`src/rtl/mips_bus_arbiter_pkg.sv`:
```
// Shared definitions for the MIPS memory subsystem: core/arbiter state types and bus payload.
package mips_bus_arbiter_pkg;

  localparam int unsigned ADDR_W   = 32;
  localparam int unsigned DATA_W   = 32;
  localparam int unsigned BE_W     = 4;
  localparam int unsigned WD_CNT_W = 16;

  // CPU core sequencer states.
  typedef enum logic [1:0] {
    FETCH  = 2'd0,
    EXEC1  = 2'd1,
    EXEC2  = 2'd2,
    HALTED = 2'd3
  } state_t;

  // Bus arbiter states.
  typedef enum logic [1:0] {
    ARB_IDLE   = 2'd0,
    ARB_GRANT0 = 2'd1,
    ARB_GRANT1 = 2'd2
  } arb_state_t;

  // One Avalon-MM master command as seen downstream.
  typedef struct packed {
    logic [ADDR_W-1:0] address;
    logic              read;
    logic              write;
    logic [DATA_W-1:0] writedata;
    logic [BE_W-1:0]   byteenable;
  } avm_req_t;

  // Pack a requester's signals; read+write together is treated as a write.
  function automatic avm_req_t make_req(input logic [ADDR_W-1:0] address,
                                        input logic              read,
                                        input logic              write,
                                        input logic [DATA_W-1:0] writedata,
                                        input logic [BE_W-1:0]   byteenable);
    avm_req_t req;
    req.address    = address;
    req.read       = read & ~write;
    req.write      = write;
    req.writedata  = writedata;
    req.byteenable = byteenable;
    return req;
  endfunction

endpackage

```
`src/rtl/mips_bus_arbiter_watchdog.sv`:
```
// bus_watchdog: counts stalled cycles of a granted transfer and raises a sticky flag at TIMEOUT.
module bus_watchdog
  import mips_bus_arbiter_pkg::*;
#(
  parameter int unsigned TIMEOUT = 0
) (
  input  logic clk,
  input  logic reset,
  input  logic start,
  input  logic stall,
  output logic timeout_err
);

  logic [WD_CNT_W-1:0] count;
  logic [WD_CNT_W:0]   count_inc;
  logic                saturated;
  logic                hit;

  assign saturated = (count == '1);
  assign count_inc = {1'b0, count} + (WD_CNT_W + 1)'(1);
  // Flag on the very stall cycle that takes the count up to TIMEOUT; 0 disables.
  assign hit = (TIMEOUT != 0) && stall && !start && !saturated &&
               (32'(count_inc) == 32'(TIMEOUT));

  // Stall counter: cleared when a grant is about to start, saturating.
  always_ff @(posedge clk) begin
    if (reset) begin
      count <= '0;
    end else if (start) begin
      count <= '0;
    end else if (stall && !saturated) begin
      count <= count + WD_CNT_W'(1);
    end
  end

  // Sticky error flag; only reset clears it, the transfer itself carries on.
  always_ff @(posedge clk) begin
    if (reset) begin
      timeout_err <= 1'b0;
    end else if (hit) begin
      timeout_err <= 1'b1;
    end
  end

endmodule

```
`src/rtl/mips_bus_arbiter.sv`:
```
// mips_bus_arbiter: round-robin two-port Avalon-MM arbiter with grant held until transfer completion.
module mips_bus_arbiter
  import mips_bus_arbiter_pkg::*;
#(
  parameter int unsigned TIMEOUT = 0
) (
  input  logic        clk,
  input  logic        reset,
  input  logic [31:0] m0_address,
  input  logic        m0_read,
  input  logic        m0_write,
  input  logic [31:0] m0_writedata,
  input  logic [3:0]  m0_byteenable,
  output logic        m0_waitrequest,
  output logic [31:0] m0_readdata,
  input  logic [31:0] m1_address,
  input  logic        m1_read,
  input  logic        m1_write,
  input  logic [31:0] m1_writedata,
  input  logic [3:0]  m1_byteenable,
  output logic        m1_waitrequest,
  output logic [31:0] m1_readdata,
  output logic [31:0] address,
  output logic        read,
  output logic        write,
  output logic [31:0] writedata,
  output logic [3:0]  byteenable,
  input  logic        waitrequest,
  input  logic [31:0] readdata,
  output logic        timeout_err
);

  arb_state_t state;
  logic       last_grant;
  logic       want0;
  logic       want1;
  logic       grant_start;
  logic       grant_stall;
  avm_req_t   req0;
  avm_req_t   req1;
  avm_req_t   bus;

  assign want0 = m0_read | m0_write;
  assign want1 = m1_read | m1_write;
  assign req0  = make_req(m0_address, m0_read, m0_write, m0_writedata, m0_byteenable);
  assign req1  = make_req(m1_address, m1_read, m1_write, m1_writedata, m1_byteenable);

  // Arbitration FSM: tie goes to the port not granted last; grant held until completion.
  always_ff @(posedge clk) begin
    if (reset) begin
      state      <= ARB_IDLE;
      last_grant <= 1'b1;
    end else begin
      case (state)
        ARB_IDLE: begin
          if (want0 && want1) begin
            state <= last_grant ? ARB_GRANT0 : ARB_GRANT1;
          end else if (want0) begin
            state <= ARB_GRANT0;
          end else if (want1) begin
            state <= ARB_GRANT1;
          end
        end
        ARB_GRANT0: begin
          if (!want0) begin
            state <= ARB_IDLE;
          end else if (!waitrequest) begin
            state      <= ARB_IDLE;
            last_grant <= 1'b0;
          end
        end
        ARB_GRANT1: begin
          if (!want1) begin
            state <= ARB_IDLE;
          end else if (!waitrequest) begin
            state      <= ARB_IDLE;
            last_grant <= 1'b1;
          end
        end
        default: state <= ARB_IDLE;
      endcase
    end
  end

  // Output steering: pass-through for the granted port, quiet bus otherwise.
  always_comb begin
    bus            = '0;
    m0_waitrequest = 1'b1;
    m1_waitrequest = 1'b1;
    m0_readdata    = '0;
    m1_readdata    = '0;
    case (state)
      ARB_GRANT0: begin
        bus            = req0;
        m0_waitrequest = waitrequest;
        m0_readdata    = readdata;
      end
      ARB_GRANT1: begin
        bus            = req1;
        m1_waitrequest = waitrequest;
        m1_readdata    = readdata;
      end
      default: ;
    endcase
  end

  assign address    = bus.address;
  assign read       = bus.read;
  assign write      = bus.write;
  assign writedata  = bus.writedata;
  assign byteenable = bus.byteenable;

  // A grant begins on the edge leaving IDLE with any request pending.
  assign grant_start = (state == ARB_IDLE) && (want0 || want1);
  assign grant_stall = (state != ARB_IDLE) && waitrequest;

  bus_watchdog #(
    .TIMEOUT(TIMEOUT)
  ) u_watchdog (
    .clk        (clk),
    .reset      (reset),
    .start      (grant_start),
    .stall      (grant_stall),
    .timeout_err(timeout_err)
  );

endmodule
```
`config.mk`:
```
export PLATFORM = sky130hd
export DESIGN_NAME = mips_bus_arbiter
export DESIGN_NICKNAME = d
export VERILOG_FILES = /design/src/rtl/mips_bus_arbiter_pkg.sv /design/src/rtl/mips_bus_arbiter_watchdog.sv /design/src/rtl/mips_bus_arbiter.sv
export SDC_FILE = /design/constraint.sdc
export NUM_CORES = 1
export LEC_CHECK = 0
export ABC_CLOCK_PERIOD_IN_PS = 2029
export CAP_MARGIN = 20
export CORE_AREA = 4 4 118 120
export DETAILED_ROUTE_END_ITERATION = 16
export DIE_AREA = 0 0 122 124
export PLACE_DENSITY = 0.55
export REMOVE_ABC_BUFFERS = 1
export SYNTH_ARGS = -nofsm -noshare
export SYNTH_HDL_FRONTEND = slang
export SYNTH_HIERARCHICAL = 1
export SYNTH_SLANG_ARGS = --single-unit
```
`constraint.sdc`:
```
create_clock -name clk -period 2.03 [get_ports clk]
set_input_delay 0.609 -clock clk [delete_from_list [all_inputs] [get_ports clk]]
set_output_delay 0.609 -clock clk [all_outputs]
set_load 0.01 [all_outputs]
```
* Word-level counts from Yosys, hierarchy flattened *
Cells that the tools add are included.

word-level totals
  register bits after elaboration = 3
  bits in latches = 0
  bits in writable memories = 0
  bits in read-only memories = 0
  bits of input ports = 175
  output and inout port bits = 137
  logic and storage cells = 37
  memories = 0

operators by class
  $add $sub $neg = 0
  multiply operators = 0
  divide/modulo/power cells = 0
  magnitude comparators = 0
  equal/unequal tests = 7
  shifts and indexed selects = 0
  mux-type cells = 18
  bitwise operators = 6
  reductions and logical operators = 4

operators with widths
  cell                count
  $pmux 70 s2         1
  $mux 32             2
  $mux 2              7
  $ne 2x2->1 const B  4
  $mux 1              6
  $pmux 2 s3          1
  $reduce_and 5->1    1
  $ne 4x4->1 const B  1
  $and 1x1->1         2
  $eq 2x1->1 const B  1
  $eq 2x2->1 const B  1
  $logic_not 2->1     1
  $not 1->1           2
  $or 1x1->1          2
  $pmux 1 s2          1
  $reduce_bool 2->1   1
  $logic_and 1x1->1   1

* Longest topological paths before layout *
Gate-level depths: netlist of run 1.

  depth after elaboration = 5
  mapped depth = 8
  mapped depth without buffers = 6

* Cells and area by module *
Netlist of run 1, hierarchy kept.

modules (own cells, without submodules)
  module            times used  cells an instance  area an instance (sq um)  seq. area each (sq um)
  mips_bus_arbiter  1           270                1823.0                    60.1
  bus_watchdog      1           2                  11.3                      0.0

* Worst setup path after synthesis of run 1 *
OpenSTA, ideal clock, no wires.

  path type = register to output
  from = reg state[1]
  to = out writedata[10]
  data arrival time = 1.380 ns
  data required time = 1.421 ns
  path slack = 0.041 ns
  stages on the path, launching flop included = 7
  buffers on the path = 2
  cell sequence = dfxtp_1 -> inv_1 -> ha_1 -> buf_2 -> clkbuf_1 -> a22oi_1 -> nor2b_1

on the way
  longest elaborated chain between the ends = 2
  elaborated cells on any way between the ends = 3
  those cells by class = eq/ne: 2; mux: 1

RTL lines
  what                                             RTL line                source
  start: declaration                               mips_bus_arbiter.sv:33  arb_state_t state;
  start signal: assignment                         mips_bus_arbiter.sv:57  state <= last_grant ? ARB_GRANT0 : ARB_GRANT1;
  $eq 2x2->1 / $eq 2x1->1 (equally long branches)  mips_bus_arbiter.sv:92  case (state)
  $pmux 70 s2 (*)                                  mips_bus_arbiter.sv:92
  end: declaration                                 mips_bus_arbiter.sv:26  output logic [31:0] writedata,

Mark *: on every way between the ends. The rest lies on a longest branch, timed or not.

* Worst setup path in the final report of run 1 *
  from = reg state[1]
  to = out writedata[21]

Same word-level chain as after synthesis.

==> results.sh, run 1 <==
export IMPL_initial_core_util_pct=14.0
export IMPL_clock_latency_ns=0.23
export IMPL_topRoutingLayerUsed="met4"
export IMPL_wl_met1_mm=6.06
export IMPL_fmax_mhz=435
export IMPL_placementRows=42
export IMPL_fin_nets=800
export IMPL_drc=0
export IMPL_slowest_stage="dfxtp_4"
export IMPL_p_int_mw=2.05
export IMPL_root_buffer="clkbuf_16"
export IMPL_finClkSkew_ns=0.00301
export IMPL_dr_pass1_iters=4
export IMPL_hpwl_mm=10.5
export IMPL_clockBufferDepth=2
export IMPL_n_antenna_cell=0
export IMPL_power_frac_comb_pct=87.7
export IMPL_max_stage_delay_ns=0.36
export IMPL_routed_wl_mm=15.5
export IMPL_port_buffers=310
export IMPL_finalCritPeriodShare_pct=113
export IMPL_pre_cts_ws_ns=-0.561
export IMPL_drt_initial_drc_count=73
export IMPL_fin_crit_ns=2.30
export IMPL_drive_gt1_share_pct=45.8
export IMPL_worstPathMaxFanout=11
export IMPL_grt_pass1_wl_mm=17.7
export IMPL_rsz0062_at_grt="true"
export IMPL_violations="setup timing"
export IMPL_synth_warnings=6
export IMPL_p_leak_nw=2.68
export IMPL_antenna_left=0
export IMPL_dieArea_um2=15100
export IMPL_slew_viol_final=0
export IMPL_grt_pass1_vias=3250
export IMPL_crit_required_ns=1.42
export IMPL_numCtsBuffers=3
export IMPL_fillCellCount=1315
export IMPL_worst_path_buf_inv=6
export IMPL_vias=3404
export IMPL_power_switching_mw=1.28
export IMPL_clkPwrFrac_pct=9.7
export IMPL_final_setup_worst_slack_ns=-0.267
export IMPL_wl_met2_mm=8.51
export IMPL_vias_per_cell=4.29
export IMPL_syn_area_per_cell_um2=6.74
export IMPL_irDropWorstVdd_uv=353
export IMPL_p_seq_share_pct=2.6
export IMPL_antenna_found_initial=0
export IMPL_cts_tree="done"
export IMPL_p_per_area_nw_per_um2=556
export IMPL_status="finished, violations left"
export IMPL_end_kind="primary output"
export IMPL_hold_viol=0
export IMPL_path_cells="inv_4 -> buf_6 -> ha_4 -> buf_8 -> buf_6 -> clkbuf_16 -> a22oi_2 -> nor2b_1 -> clkbuf_2"
export IMPL_cp_common_cell="buf_6"
export IMPL_h_tree_depth=1
export IMPL_die_x_um=122
export IMPL_hold_class="reg2reg"
export IMPL_final_util_pct=46.2
export IMPL_grt_max_degree=48
export IMPL_area_delta_synth_final_pct=229
export IMPL_netlist_instances=270
export IMPL_route_met3_wl_um=750
export IMPL_place_congestion=0.840
export IMPL_core_um2=13000
export IMPL_sw_frac_of_total_pct=38.4
export IMPL_boundaryPins=312
export IMPL_syn_area_um2=1820
export IMPL_gr_total_overflow=0
export IMPL_worstPathArrival_ns=1.69
export IMPL_wl_per_cell_um=19.5
export IMPL_max_cap_viol_count=0
export IMPL_setup_violations=103
export IMPL_grtUsageTotal_pct=14.7
export IMPL_crit_path_start_kind="register"
export IMPL_path_clk_slew_ns=0.03
export IMPL_path_class="reg2out"
export IMPL_cp_top_family="buffers and inverters"
export IMPL_clock_sinks=3
export IMPL_die_h_um=124
-- path summary, 6_finish.rpt --
| path | cells after the start | slack [ns] | end | start |
|---|---|---|---|---|
| setup / recovery | 9 | -0.27 | writedata[21] | state[1]$_SDFFE_PP0P_ |
| setup reg to reg | 10 | 0.11 | last_grant$_SDFFE_PP1P_ | state[0]$_SDFFE_PP0P_ |
| hold / removal | 2 | 0.61 | last_grant$_SDFFE_PP1P_ | last_grant$_SDFFE_PP1P_ |
| hold reg to reg | 2 | 0.61 | last_grant$_SDFFE_PP1P_ | last_grant$_SDFFE_PP1P_ |
-- flip-flops by register name, summed over array words and instances, names as in the netlist --
| name | cells |
|---|---|
| state | 2 |
| last_grant | 1 |
-- power groups by stage --
stage	logic (mW)	registers (mW)	clock network, mW
after floorplan	0.837	0.0816	0
after global placement	2.07	0.0788	0
after detailed placement	2.09	0.0792	0
after CTS	2.10	0.0827	0.331
after global routing	3.10	0.0865	0.334
final	2.92	0.0852	0.324
-- worst min-delay path: cells and delay by family (launching register included) --
kind / cells / cell delay, ns
flops: 1 / 0.34
simple gates: 1 / 0.14
compound gates: 1 / 0.09
-- timing repair --
item                       CTS  global route
setup endpoints to repair  136           129
gates resized for setup    245           328
pin swaps                    2            10
hold buffers                 0             0
gates cloned                 1            19
buffers inserted             3            22
-- per-stage QoR --
| step | cell area, µm² | total power [mW] | std cells | hold WS [ns] | setup TNS (ns) |
|---|---|---|---|---|---|
| finish | 5990 | 3.33 | 794 | 0.609 | -15.29 |
| global route | 5990 | 3.52 | 794 | 0.671 | -20.74 |
| CTS | 5310 | 2.51 | 755 | 0.607 | -33.73 |
| detailed placement | 5270 | 2.17 | 747 | 0.593 | -49.98 |
| global placement | 5270 | 2.15 | 747 | 0.584 | -49.19 |
| floorplan | 1680 | 0.919 | 239 | 0.559 | -107.17 |
-- layout by cell type, fill, tap and decap left out, drive strengths merged, types with 2 or more instances in the layout --
cell / instances
a22oi: 69
and2: 64
buf: 136
clkbuf: 57
clkdlybuf4s50: 168
dfxtp: 3
dlygate4sd2: 5
dlymetal6s2s: 13
ha: 6
inv: 2
nand2: 2
nand2b: 2
nand3b: 2
nor2: 2
nor2b: 70
o21ai: 3
o32ai: 2
-- layout make-up --
cell class	count	area, µm²	area share (%)
Clock buffer	4	78.8	1.32
Inverter	2	12.5	0.209
Multi-Input combinational cell	234	2030	33.9
Sequential cell	3	65.1	1.09
Tap cell	176	220	3.67
Timing Repair Buffer	375	3580	59.8
-- routing by layer --
metal / vias up / track usage, %
li1: 1658 / -
met1: 1615 / 16.6
met2: 116 / 28.6
met3: 15 / 2.41
met4: 0 / 3.71
met5: - / 0
Power figures use the tool's default switching activity.
==> inputs of run 2 (changes only) <==
- DONT_BUFFER_PORTS: default -> 1
- PLACE_DENSITY: 0.55 -> 0.3
==> run 2 against run 1 <==
The run still ends with setup timing left; highest routed layer unchanged; non-clock buffer count shrank 336; critical path type unchanged; critical endpoint is now writedata[3]; clock power shrank 4%; clock skew shrank 0.0021 ns; hold slack lost 0.13 ns; sequential power grew 8.1%.
==> results.sh, run 2 (synthesis gave the netlist of run 1 again) <==
export IMPL_status="finished, violations left"
export IMPL_violations="setup timing"
export IMPL_hpwl_mm=6.91
export IMPL_drive_gt1_share_pct=63.5
export IMPL_p_seq_share_pct=4.2
export IMPL_power_frac_comb_pct=81.7
export IMPL_max_cap_viol_count=0
export IMPL_boundaryPins=312
export IMPL_timing_hold_ws_ns=0.483
export IMPL_fillCellCount=1393
export IMPL_fin_cells=458
export IMPL_wl_per_cell_um=21.9
export IMPL_crit_path_start_kind="register"
export IMPL_p_per_area_nw_per_um2=718
export IMPL_grt_max_degree=44
export IMPL_antenna_left=0
export IMPL_core_um2=13000
export IMPL_vias=2198
export IMPL_p_int_mw=1.27
export IMPL_worstPathArrival_ns=1.47
export IMPL_area_delta_synth_final_pct=68.2
export IMPL_worstPathMaxFanout=16
export IMPL_hold_class="in2reg"
export IMPL_fin_setup_tns_ns=-0.948
export IMPL_crit_required_ns=1.42
export IMPL_h_tree_depth=1
export IMPL_layout_common_cells="nor2b_2, a22oi_2, and2_1"
export IMPL_fin_crit_ns=2.07
export IMPL_met2_usage_pct=16.9
export IMPL_finalCritPeriodShare_pct=102
export IMPL_vias_per_cell=4.80
export IMPL_hold_buffers=0
export IMPL_top_register="state"
export IMPL_top_regs="state x2, last_grant x1"
export IMPL_placedCellCount=437
export IMPL_clock_sinks=3
export IMPL_numCtsBuffers=3
export IMPL_dr_pass1_iters=4
export IMPL_path_clk_slew_ns=0.03
export IMPL_drt_initial_drc_count=91
export IMPL_power_mw=2.20
export IMPL_fin_nets=464
export IMPL_busiest_layer="met2"
export IMPL_seq_area_um2=67.6
export IMPL_die_h_um=124
export IMPL_port_buffers=0
export IMPL_clkPwrFrac_pct=14.1
export IMPL_layout_commonest_cell="nor2b_2"
export IMPL_hold_viol=0
export IMPL_path_class="reg2out"
export IMPL_irDropWorstVdd_uv=229
export IMPL_multi_input_area_um2=2070
export IMPL_p_leak_nw=0.926
export IMPL_final_setup_worst_slack_ns=-0.0446
export IMPL_fmax_mhz=482
export IMPL_met3_usage_pct=2.00
export IMPL_setup_violations=48
export IMPL_dieArea_um2=15100
export IMPL_largest_register_ffs=2
export IMPL_routed_wl_mm=10.0
export IMPL_rsz0062_at_grt="true"
export IMPL_met1_usage_pct=12.2
export IMPL_die_x_um=122
export IMPL_initial_core_util_pct=14.0
export IMPL_finClkSkew_ns=0.000961
export IMPL_root_buffer="clkbuf_16"
export IMPL_slew_viol_final=0
export IMPL_power_switching_mw=0.924
export IMPL_end_kind="primary output"
export IMPL_drc=0
export IMPL_sw_frac_of_total_pct=42.0
export IMPL_grtUsageTotal_pct=9.66
export IMPL_cts_tree="done"
export IMPL_placementRows=42
export IMPL_antenna_found_initial=0
export IMPL_grt_pass1_vias=1862
export IMPL_gr_total_overflow=0
export IMPL_grt_pass1_wl_mm=11.1
export IMPL_place_congestion=0.765
export IMPL_n_antenna_cell=0
export IMPL_clockBufferDepth=2
export IMPL_clock_latency_ns=0.22
## run 2: cell count changes in the layout (fill, tap and decap cells not counted), sizes merged
cell	change
dlymetal6s2s	-13
clkbuf	-48
bufbuf	+1
dlygate4sd2	-5
clkdlybuf4s50	-168
buf	-103
## run 2: what timing repair did
action / 4_1_cts / 5_1_grt
pin swaps: 1 / 2
gates cloned: 4 / 5
gates resized for setup: 63 / 88
setup endpoints to repair: 103 / 103
setup buffers: 4 / 4
## run 2: metrics by stage
| stage | util (%) | area [µm²] | worst slack [ns] |
|---|---|---|---|
| 3_3_place_gp | 16.5 | 2150 | 0.0571 |
| 6_report | 23.6 | 3060 | -0.0446 |
| 2_1_floorplan | - | 1680 | -1.07 |
| 4_1_cts | 20.0 | 2600 | -0.0839 |
| 5_1_grt | 23.6 | 3060 | -0.109 |
| 3_5_place_dp | 16.5 | 2150 | 0.0257 |
## run 2: cell type report
type,instances,share of cell area (%)
Multi-Input combinational cell,234,67.5
Inverter,2,0.490
Sequential cell,3,2.21
Tap cell,176,7.19
Clock buffer,4,2.57
Timing Repair Buffer,39,20.0
## run 2: power groups by stage
stage	Clock, mW	Combinational, mW	Sequential, mW
global placement	0	1.20	0.0806
finish	0.310	1.80	0.0921
detailed placement	0	1.20	0.0813
floorplan	0	0.837	0.0816
global route	0.324	1.91	0.0939
CTS	0.316	1.50	0.0905
## run 2: metal layers
layer  vias up  share of wire (%)
li1        978                  -
met1      1073                 38
met2       137                 53
met3        10                7.7
met4         0                1.3
met5         -                  0
## run 2: worst max-delay path, stage by stage (launching register included)
cell and delay [ns]:
dfxtp_4 0.35, inv_4 0.08, ha_4 0.22, bufbuf_16 0.31
a22oi_1 0.09, nor2b_2 0.19
## run 2: path summary, 6_finish.rpt
kind	from	end	slack, ns	cells past startpoint
max	state[1]$_SDFFE_PP0P_	writedata[3]	-0.04	5
min	reset	last_grant$_SDFFE_PP1P_	0.48	1
max reg2reg	state[1]$_SDFFE_PP0P_	last_grant$_SDFFE_PP1P_	0.14	9
min reg2reg	state[0]$_SDFFE_PP0P_	state[0]$_SDFFE_PP0P_	0.58	2
==> inputs of run 3 (changes only) <==
- CAP_MARGIN: 20 -> default
- CORE_AREA: 4 4 118 120 -> 5 5 119 121
- DIE_AREA: 0 0 122 124 -> 0 0 124 126
==> run 3 against run 2 <==
The run still ends with setup timing left; flip-flop and latch count is the same; total power shrank 3.6%; maximum frequency shrank 1.2%; cell count shrank 2.2%; hold slack lost 0.0067 ns; combinational power shrank 4%; sequential power shrank 9.8%; first-iteration DRC count shrank 12%; die area grew 3.3%; core utilization shrank 1.5 points.
==> results.sh, run 3 (synthesis gave the netlist of run 1 again) <==
export IMPL_power_frac_comb_pct=81.2
export IMPL_vias_per_cell=4.74
export IMPL_worst_path_stages=6
export IMPL_reg2reg_slack_ns=0.16
export IMPL_core_um2=13000
export IMPL_violations="setup timing"
export IMPL_die_x_um=124
export IMPL_place_congestion=0.714
export IMPL_area_delta_synth_final_pct=57.5
export IMPL_crit_path_start_kind="register"
export IMPL_slowest_stage="dfxtp_2"
export IMPL_h_tree_depth=1
export IMPL_placementRows=42
export IMPL_p_seq_share_pct=3.9
export IMPL_worstPathMaxFanout=9
export IMPL_antenna_left=0
export IMPL_fin_cells=448
export IMPL_grt_pass1_vias=2096
export IMPL_initial_core_util_pct=14.0
export IMPL_sw_frac_of_total_pct=43.4
export IMPL_clkPwrFrac_pct=14.9
export IMPL_antenna_found_initial=0
export IMPL_hold_viol=0
export IMPL_layout_commonest_cell="nor2b_2"
export IMPL_rsz0062_at_grt="true"
export IMPL_placedCellCount=435
export IMPL_irDropWorstVdd_uv=218
export IMPL_final_setup_worst_slack_ns=-0.0690
export IMPL_drc=0
export IMPL_met1_usage_pct=12.2
export IMPL_finClkSkew_ns=0.00189
export IMPL_timing_hold_ws_ns=0.477
export IMPL_path_cells="buf_6 -> ha_4 -> buf_8 -> a22oi_2 -> nor2b_1 -> buf_4"
export IMPL_path_class="reg2out"
export IMPL_reg2reg_to="last_grant$_SDFFE_PP1P_"
export IMPL_vias=2125
export IMPL_clockBufferDepth=2
export IMPL_met2_usage_pct=18.2
export IMPL_clock_sinks=3
export IMPL_root_buffer="clkbuf_16"
export IMPL_numCtsBuffers=3
export IMPL_port_buffers=0
export IMPL_fmax_mhz=476
export IMPL_slew_viol_final=0
export IMPL_top_regs="state x2, last_grant x1"
export IMPL_grt_pass1_wl_mm=12.2
export IMPL_dieArea_um2=15600
export IMPL_path_clk_slew_ns=0.03
export IMPL_setup_violations=28
export IMPL_p_int_mw=1.20
export IMPL_reg2regPathDepth=8
export IMPL_r2r_start="state[0]$_SDFFE_PP0P_"
export IMPL_p_per_area_nw_per_um2=739
export IMPL_cts_tree="done"
export IMPL_worst_path_buf_inv=3
export IMPL_max_cap_viol_count=0
export IMPL_largest_register_ffs=2
export IMPL_met3_usage_pct=1.88
export IMPL_p_leak_nw=0.868
export IMPL_hpwl_mm=6.90
export IMPL_drive_gt1_share_pct=59.6
export IMPL_fin_nets=454
export IMPL_routed_wl_mm=9.89
export IMPL_dr_pass1_iters=4
export IMPL_die_h_um=126
export IMPL_fin_crit_ns=2.10
export IMPL_max_stage_delay_ns=0.32
export IMPL_busiest_layer="met2"
export IMPL_grtUsageTotal_pct=9.99
export IMPL_grt_max_degree=43
export IMPL_n_antenna_cell=0
export IMPL_hold_buffers=0
export IMPL_clock_latency_ns=0.23
export IMPL_layout_common_cells="nor2b_2, a22oi_1, and2_4, and2_1, a22oi_2"
export IMPL_wl_per_cell_um=22.1
export IMPL_drt_initial_drc_count=80
export IMPL_power_switching_mw=0.920
export IMPL_worstPathArrival_ns=1.49
export IMPL_cp_top_family="buffers and inverters"
export IMPL_finalCritPeriodShare_pct=103
export IMPL_crit_end="writedata[1]"
export IMPL_status="finished, violations left"
export IMPL_crit_required_ns=1.42
export IMPL_end_kind="primary output"
export IMPL_hold_class="in2reg"
export IMPL_boundaryPins=312
export IMPL_gr_total_overflow=0
export IMPL_top_register="state"
export IMPL_startpoint="state[1]$_SDFFE_PP0P_"
## run 3: what timing repair did
action,CTS,global route
setup endpoints to repair,92,107
pin swaps,1,2
buffers inserted,3,1
gates cloned,4,3
gates resized for setup,93,56
## run 3: power by group through the flow
stage / Clock, mW / Sequential, mW / Combinational [mW]
3_5_place_dp: 0 / 0.0782 / 1.19
5_1_grt: 0.333 / 0.0853 / 1.84
6_report: 0.316 / 0.0831 / 1.72
2_1_floorplan: 0 / 0.0816 / 0.837
3_3_place_gp: 0 / 0.0780 / 1.18
4_1_cts: 0.324 / 0.0815 / 1.56
## run 3: final cells by class
type	count	area [µm²]
Inverter	2	10.0
Fill cell	1414	10100
Multi-Input combinational cell	234	2050
Clock buffer	4	78.8
Timing Repair Buffer	29	445
Tap cell	176	220
Sequential cell	3	62.6
## run 3: per-stage QoR
| step | setup WS (ns) | TNS, ns | util [%] | power [mW] | cell area, µm² |
|---|---|---|---|---|---|
| after global routing | -0.103 | -4.64 | 22.1 | 2.26 | 2870 |
| after floorplan | -1.07 | -107.17 | - | 0.919 | 1680 |
| after global placement | 0.0689 | 0 | 16.4 | 1.26 | 2130 |
| after detailed placement | 0.0507 | 0 | 16.4 | 1.26 | 2130 |
| after CTS | -0.0713 | -1.79 | 20.3 | 1.97 | 2640 |
| final | -0.0690 | -0.388 | 22.1 | 2.12 | 2870 |
## run 3: layer usage
layer	routed length, µm	vias up
met3	770	7
met4	106	0
li1	-	955
met1	3810	1033
met5	0	-
met2	5210	130
## run 3: worst min-delay path by stage
| stage | from | end | slack, ns | cells past startpoint |
|---|---|---|---|---|
| 2_1_floorplan | last_grant$_SDFFE_PP1P_ | last_grant$_SDFFE_PP1P_ | 0.56 | 2 |
| 3_3_place_gp | state[0]$_SDFFE_PP0P_ | state[0]$_SDFFE_PP0P_ | 0.58 | 2 |
| 3_5_place_dp | state[0]$_SDFFE_PP0P_ | state[0]$_SDFFE_PP0P_ | 0.58 | 2 |
| 4_1_cts | reset | last_grant$_SDFFE_PP1P_ | 0.47 | 1 |
| 5_1_grt | reset | last_grant$_SDFFE_PP1P_ | 0.47 | 1 |
| 6_report | reset | last_grant$_SDFFE_PP1P_ | 0.48 | 1 |
